<file path="config.mk">
export PLATFORM = sky130hd
export DESIGN_NAME = uart_tx_engine
export DESIGN_NICKNAME = d
export VERILOG_FILES = /design/src/rtl/uart_tx_engine.sv
export SDC_FILE = /design/constraint.sdc
export NUM_CORES = 1
export LEC_CHECK = 0
export ABC_AREA = 1
export ABC_CLOCK_PERIOD_IN_PS = 2500
export BUFFER_PORTS_ARGS = -buffer_cell sky130_fd_sc_hd__buf_2
export CAP_MARGIN = 25
export CORE_MARGIN = 2
export CORE_UTILIZATION = 48
export DETAILED_ROUTE_END_ITERATION = 7
export PLACE_DENSITY = 0.67
export SKIP_LAST_GASP = 1
export SYNTH_ARGS = -nofsm -noshare
export SYNTH_HDL_FRONTEND = slang
export SYNTH_SLANG_ARGS = --single-unit
</file>
<file path="constraint.sdc">
create_clock -name clk -period 2.5 [get_ports clk]
set_clock_uncertainty 0.1 [all_clocks]
set_input_delay 0.375 -clock clk [delete_from_list [all_inputs] [get_ports clk]]
set_output_delay 0.375 -clock clk [all_outputs]
set_load 0.01 [all_outputs]
</file>
<file path="src/rtl/uart_tx_engine.sv">
// UART transmit engine: pops bytes from a first-word-fall-through TX FIFO and
// serialises them LSB first with optional parity and one or two stop bits.
module uart_tx_engine #(
   parameter int CLKS_PER_BIT = 868,
   parameter bit PARITY_EN    = 1'b0,
   parameter bit PARITY_ODD   = 1'b0,
   parameter int STOP_BITS    = 1
) (
   input  logic       clk,
   input  logic       rst_n,
   input  logic       tx_en,
   input  logic       tx_empty,
   input  logic [7:0] uart_data,
   output logic       uart_read,
   output logic       uart_txd,
   output logic       tx_busy,
   output logic       tx_done
);

   localparam int BW = (CLKS_PER_BIT > 1) ? $clog2(CLKS_PER_BIT) : 1;
   localparam logic [BW-1:0] BAUD_MAX  = BW'(CLKS_PER_BIT - 1);
   localparam logic [2:0]    STOP_LAST = 3'(STOP_BITS - 1);

   typedef enum logic [2:0] {
      IDLE   = 3'd0,
      START  = 3'd1,
      DATA   = 3'd2,
      PARITY = 3'd3,
      STOP   = 3'd4
   } state_e;

   state_e        state_q, state_d;
   logic [BW-1:0] baud_q, baud_d;
   logic [2:0]    bit_q, bit_d;
   logic [7:0]    data_q, data_d;
   logic          txd_q, txd_d;

   logic bit_end;
   logic stop_last;
   logic start_ok;
   logic pop;
   logic parity_bit;

   assign bit_end    = (baud_q == BAUD_MAX);
   assign stop_last  = (state_q == STOP) && bit_end && (bit_q == STOP_LAST);
   assign start_ok   = tx_en && !tx_empty;
   // A new frame may only begin from IDLE or in the very last stop cycle.
   assign pop        = start_ok && ((state_q == IDLE) || stop_last);
   assign parity_bit = PARITY_ODD ? ~^data_q : ^data_q;

   always_ff @(posedge clk) begin
      if (!rst_n) begin
         state_q <= IDLE;
         baud_q  <= '0;
         bit_q   <= '0;
         data_q  <= '0;
         txd_q   <= 1'b1;
      end else begin
         state_q <= state_d;
         baud_q  <= baud_d;
         bit_q   <= bit_d;
         data_q  <= data_d;
         txd_q   <= txd_d;
      end
   end

   always_comb begin
      state_d = state_q;
      baud_d  = baud_q;
      bit_d   = bit_q;
      data_d  = data_q;
      if (state_q != IDLE) begin
         baud_d = bit_end ? '0 : baud_q + BW'(1);
      end
      if (pop) begin
         data_d = uart_data;
      end
      case (state_q)
         IDLE: begin
            if (pop) state_d = START;
         end
         START: begin
            if (bit_end) state_d = DATA;
         end
         DATA: begin
            if (bit_end) begin
               bit_d = bit_q + 3'd1;
               if (bit_q == 3'd7) state_d = PARITY_EN ? PARITY : STOP;
            end
         end
         PARITY: begin
            if (bit_end) state_d = STOP;
         end
         STOP: begin
            // bit_q doubles as the stop-bit index when two stop bits are used.
            if (stop_last) begin
               bit_d   = '0;
               state_d = pop ? START : IDLE;
            end else if (bit_end) begin
               bit_d = bit_q + 3'd1;
            end
         end
         default: state_d = IDLE;
      endcase
   end

   always_comb begin
      txd_d = 1'b1;
      case (state_d)
         START:   txd_d = 1'b0;
         DATA:    txd_d = data_d[bit_d];
         PARITY:  txd_d = parity_bit;
         default: txd_d = 1'b1;
      endcase
      uart_read = rst_n && pop;
      tx_done   = rst_n && stop_last;
      tx_busy   = (state_q != IDLE);
   end

   assign uart_txd = txd_q;

endmodule

</file>
# Yosys cells after proc, flatten, opt, wreduce, memory -nomap -nowiden
# Cells that the tools add are included.
# totals
ff_bits	25
input_bits	12
output_inout_bits	4
wordCells	45
# op_classes
add_sub_neg	2
order_cmp	1
eq_ne	9
mux	16
n_reduce_logical	12
# op_table
operator	n
$mux W3	8
$pmux W3 S5	1
$eq A3 B2 Y1 const B	4
$add A10 B1 Y10 const B	1
$eq A10 B10 Y1 const B	1
$mux W10	1
$mux W8	1
$reduce_xor A8 Y1	1
$eq A3 B1 Y1 const B	2
$eq A3 B3 Y1 const B	2
$logic_and A1 B1 Y1	6
$logic_not A3 Y1	2
$pmux W3 S2	1
$lt A3 B4 Y1 const B	1
$add A3 B1 Y3 const B	1
$bmux W1 S3	1
$pmux W1 S3	1
$reduce_bool A3 Y1	1
$mux W1	2
$logic_not A1 Y1	1
$logic_or A1 B1 Y1	1

# Logic depth before layout (Yosys ltp)
# depth
depth_word	10
ltp_mapped	15
depth_no_buf	15

# Worst setup path after synthesis
# No wires, ideal clock.
# synth_path
kind	reg2out
startpoint	register baud_q[0]
endpoint	output port uart_read
arrival_ns	1.310
required_time_ns	2.025
path_slack_ns	0.715
stages_incl_launch_ff	8
path_buffers	0
path_cell_list	dfxtp_1 ha_1 nand3_2 nor2_8 nand3_4 nand2_4 nand2_4 nor2_1
# synth_via
elab_chain_cells	6
# synth_rtl
element	line_no	source
from (decl)	33	logic [BW-1:0] baud_q, baud_d;
from (signal assigned)	60	baud_q <= baud_d;
$eq A10 B10 Y1	44	assign bit_end = (baud_q == BAUD_MAX);
$logic_and A1 B1 Y1 (2 in series)	45	assign stop_last = (state_q == STOP) && bit_end && (bit_q == STOP_LAST);
$logic_or A1 B1 Y1	48	assign pop = start_ok && ((state_q == IDLE) || stop_last);
$logic_and A1 B1 Y1	48	
$logic_and A1 B1 Y1	115	uart_read = rst_n && pop;
to (decl)	14	output logic uart_read,
# Every way passes these cells.

# Worst setup path after layout
# Same ends and word-level chain as after synthesis.

==> flow_summary.ini <==
[logic_synthesis]
synthDistinctLibCells = 33
synthesis.nets = 218
netlist_instances = 202
synth_flop_cell = sky130_fd_sc_hd__dfxtp_1
synth-edff-count = 0
synth_area_per_inst_um2 = 7.41
register_bit_total_from_synthesis = 25
synth.yosys.seq_area_share_pct = 33.4
synth_area_mm2 = 0.00150
synth-warning-count = 0
postSynth.asyncResetShare_pct = 0

[power]
power_density_mw_per_mm2 = 442
p_seq_share_pct = 58.1
clock_power_share_pct = 26.4
p_leak_nw = 0.769
irDropWorstVdd_mv = 0.177
swShare_pct = 28.3
intPower_w = 0.000522
share_comb_of_total_power_pct = 15.4
p_sw_w = 0.000206

[clock_tree]
clockRootBuffer = sky130_fd_sc_hd__clkbuf_4
clock_tree_from_tritoncts = done
cts_hold_buf = 0
cts.sinks = 25
clock_path_buffers = 2
worst_skew_pair.late_latency_ps = 330
buffers_inserted_by_post_cts_timing_repair = 0
clock_tree.htree_level_count = 1
cts_inserted_buffers = 3
cts.reportedPaths.clkPinSlew_ps = 150
cts_resized = 0

[setup_path]
cp-start-kind = flop
crit_slowest_cell = sky130_fd_sc_hd__dfxtp_2
r2r_setup_slack_ps = 510
critical_path.endpoint_type = output pin
worst-path-max-fanout = 10
critPathKind = flop to output pin
worst_path_largest_cell_delay_ps = 380
cell_occurring_most_often_along_the_worst_timing_path = sky130_fd_sc_hd__nand2_4
critical-path-top-delay-family = simple AND/OR/NAND/NOR gates
worstPathCellList = ha_1 -> nand3_2 -> nor2_8 -> nand3_4 -> nand2_4 -> nand2_4 -> nor2_1 -> buf_2
worst-endpoint-arrival_ps = 1850
worst-path-buf-inv = 1
cp_data_required_time_ps = 2030

[timing]
grt_setup_unrepaired = false
final_period_minus_worst_setup_slack_ps = 2330
worst_slew_pin_slew_ps = 623
max-slew-margin-rel_pct = 58.2
finalSetupTns_ps = 0
fin_hold_viols = 0
slew_violations = 0
finalCritPeriodShare_pct = 93.1
timing.fmax_mhz = 430
setup_viol = 0

[placed_design]
port_buffers = 15
gp_congestion = 0.878
place_hpwl_um = 2350
dpl_cell_area_mm2 = 0.00162

[drt]
antenna_violating_nets_post_route = 0
met2RoutedLength_um = 1300
wirelength_um = 3010
route.detailed.wl_per_inst_um = 11.9
remaining_drc_errors = 0
dr_wl_met3_um = 149
route.detailed.vias_per_inst = 5.20
via_count = 1321
drtPass1Iterations = 4
drt-met1-wl_um = 1480
first_iter_violations = 48
route.top_layer_used = met4

[die]
boundary_pins = 16
coreArea_mm2 = 0.00300
initial_core_util_pct = 49.9
die_ht_um = 59.9
die_w_um = 59.9
design.die.area_mm2 = 0.00358
row_count = 20

[final_layout]
fraction_of_layout_cells_with_a_size_suffix_above_1_pct = 23.1
antennaDiodeCount = 0
nets = 238
synthToLayoutAreaGrowth_pct = 9.94
layout.cell_area.non_filler_mm2 = 0.00165

[job]
number_of_maximum_capacitance_violations = 0

[global_routing]
antenna_found_initial = 0
grt_first_pass_wirelength_um = 5230
grt.overflow.total = 0
global_route.usage.total_pct = 19.4
grt_pass1_vias = 1204
pin_count_of_the_biggest_net_entering_global_routing = 14

[worst_hold_path]
hp-class = input pin to flop

[run_status]
outcome = finished clean
worst min-delay path: stages:
cell	delay, ps
sky130_fd_sc_hd__buf_2	100
sky130_fd_sc_hd__nand3_1	90
sky130_fd_sc_hd__a21oi_1	70
power by group through the flow:
stage	Sequential (W)	Clock (W)	Combinational [W]
final	0.000423	0.000192	0.000112
after global placement	0.000430	0	0.000110
after global routing	0.000425	0.000219	0.000127
after detailed placement	0.000431	0	0.000111
after CTS	0.000423	0.000195	0.000112
after floorplan	0.000430	0	0.0000824
worst paths after layout:
kind | start | end | cells past startpoint
setup / recovery | baud_q[0] | uart_read | 8
hold / removal | uart_data[5] | data_q[5] | 3
setup reg to reg | baud_q[0] | uart_txd | 14
hold reg to reg | data_q[3] | data_q[3] | 2
cells in the mapped netlist (2+ instances only):
| master | n | share of area, % |
|---|---|---|
| sky130_fd_sc_hd__nand2_1 | 32 | 8.0 |
| sky130_fd_sc_hd__dfxtp_1 | 25 | 33 |
| sky130_fd_sc_hd__inv_1 | 23 | 5.8 |
| sky130_fd_sc_hd__nor2_1 | 23 | 5.8 |
| sky130_fd_sc_hd__nand3_1 | 20 | 6.7 |
| sky130_fd_sc_hd__a21oi_1 | 9 | 3.0 |
| sky130_fd_sc_hd__nand2_2 | 7 | 2.9 |
| sky130_fd_sc_hd__xnor2_1 | 7 | 4.1 |
| sky130_fd_sc_hd__inv_2 | 6 | 1.5 |
| sky130_fd_sc_hd__nor3_1 | 5 | 1.7 |
| sky130_fd_sc_hd__ha_1 | 4 | 3.3 |
| sky130_fd_sc_hd__xor2_1 | 4 | 2.3 |
| sky130_fd_sc_hd__nand2_4 | 3 | 2.3 |
| sky130_fd_sc_hd__nand3b_1 | 3 | 1.5 |
| sky130_fd_sc_hd__nand4_1 | 3 | 1.3 |
| sky130_fd_sc_hd__nor2_2 | 3 | 1.3 |
| sky130_fd_sc_hd__nor3b_1 | 3 | 1.5 |
| sky130_fd_sc_hd__o21ai_1 | 3 | 1.0 |
| sky130_fd_sc_hd__nand3_2 | 2 | 1.3 |
| sky130_fd_sc_hd__nor2_8 | 2 | 2.7 |
| sky130_fd_sc_hd__nor3_2 | 2 | 1.3 |
| sky130_fd_sc_hd__or2_1 | 2 | 0.84 |
sequential cells by signal (all words and copies together) (netlist names):
signal	count
state_q	3
bit_q	3
data_q	8
baud_q	10
uart_txd	1
routing by layer:
layer | global-route usage (%) | vias up
li1 | - | 682
met1 | 27.4 | 596
met2 | 28.4 | 34
met3 | 2.81 | 9
met4 | 9.84 | 0
met5 | 0 | -
layout make-up:
type	count	area, µm²
clock buffers	4	26.3
fillers	289	1360
inverters	31	118
multi-input cells	145	876
flip-flops and latches	25	503
well taps	33	41.3
repair buffers	16	82.6
cell usage in the layout, fill, tap and decap left out, types with 4 or more instances in the layout:
master / count
sky130_fd_sc_hd__a21oi_1: 9
sky130_fd_sc_hd__buf_2: 15
sky130_fd_sc_hd__dfxtp_1: 23
sky130_fd_sc_hd__ha_1: 4
sky130_fd_sc_hd__inv_1: 23
sky130_fd_sc_hd__inv_2: 6
sky130_fd_sc_hd__nand2_1: 32
sky130_fd_sc_hd__nand2_2: 7
sky130_fd_sc_hd__nand3_1: 20
sky130_fd_sc_hd__nor2_1: 23
sky130_fd_sc_hd__nor3_1: 5
sky130_fd_sc_hd__xnor2_1: 7
sky130_fd_sc_hd__xor2_1: 4
cells by family after synthesis:
family	Yosys count	share of synthesized area (%)
and+or+nand+nor	113	41.8
buffers and inverters	32	8.10
DFF	25	33.4
AOI/OAI and AO/OA	17	6.93
xor gates and xnor gates	11	6.43
adders and majority gates	4	3.34
stage by stage:
| step | power [W] | setup WS [ps] | hold slack, ps | std cells | utilization, % |
|---|---|---|---|---|---|
| final | 0.000728 | 173 | 224 | 254 | 54.8 |
| after global routing | 0.000772 | 18.3 | 228 | 254 | 54.8 |
| after floorplan | 0.000512 | 715 | 370 | 202 | - |
| after CTS | 0.000730 | 120 | 229 | 254 | 54.8 |
| after global placement | 0.000540 | 544 | 385 | 250 | 53.9 |
| after detailed placement | 0.000543 | 494 | 390 | 250 | 53.9 |
(Power assumes the default switching activity.)
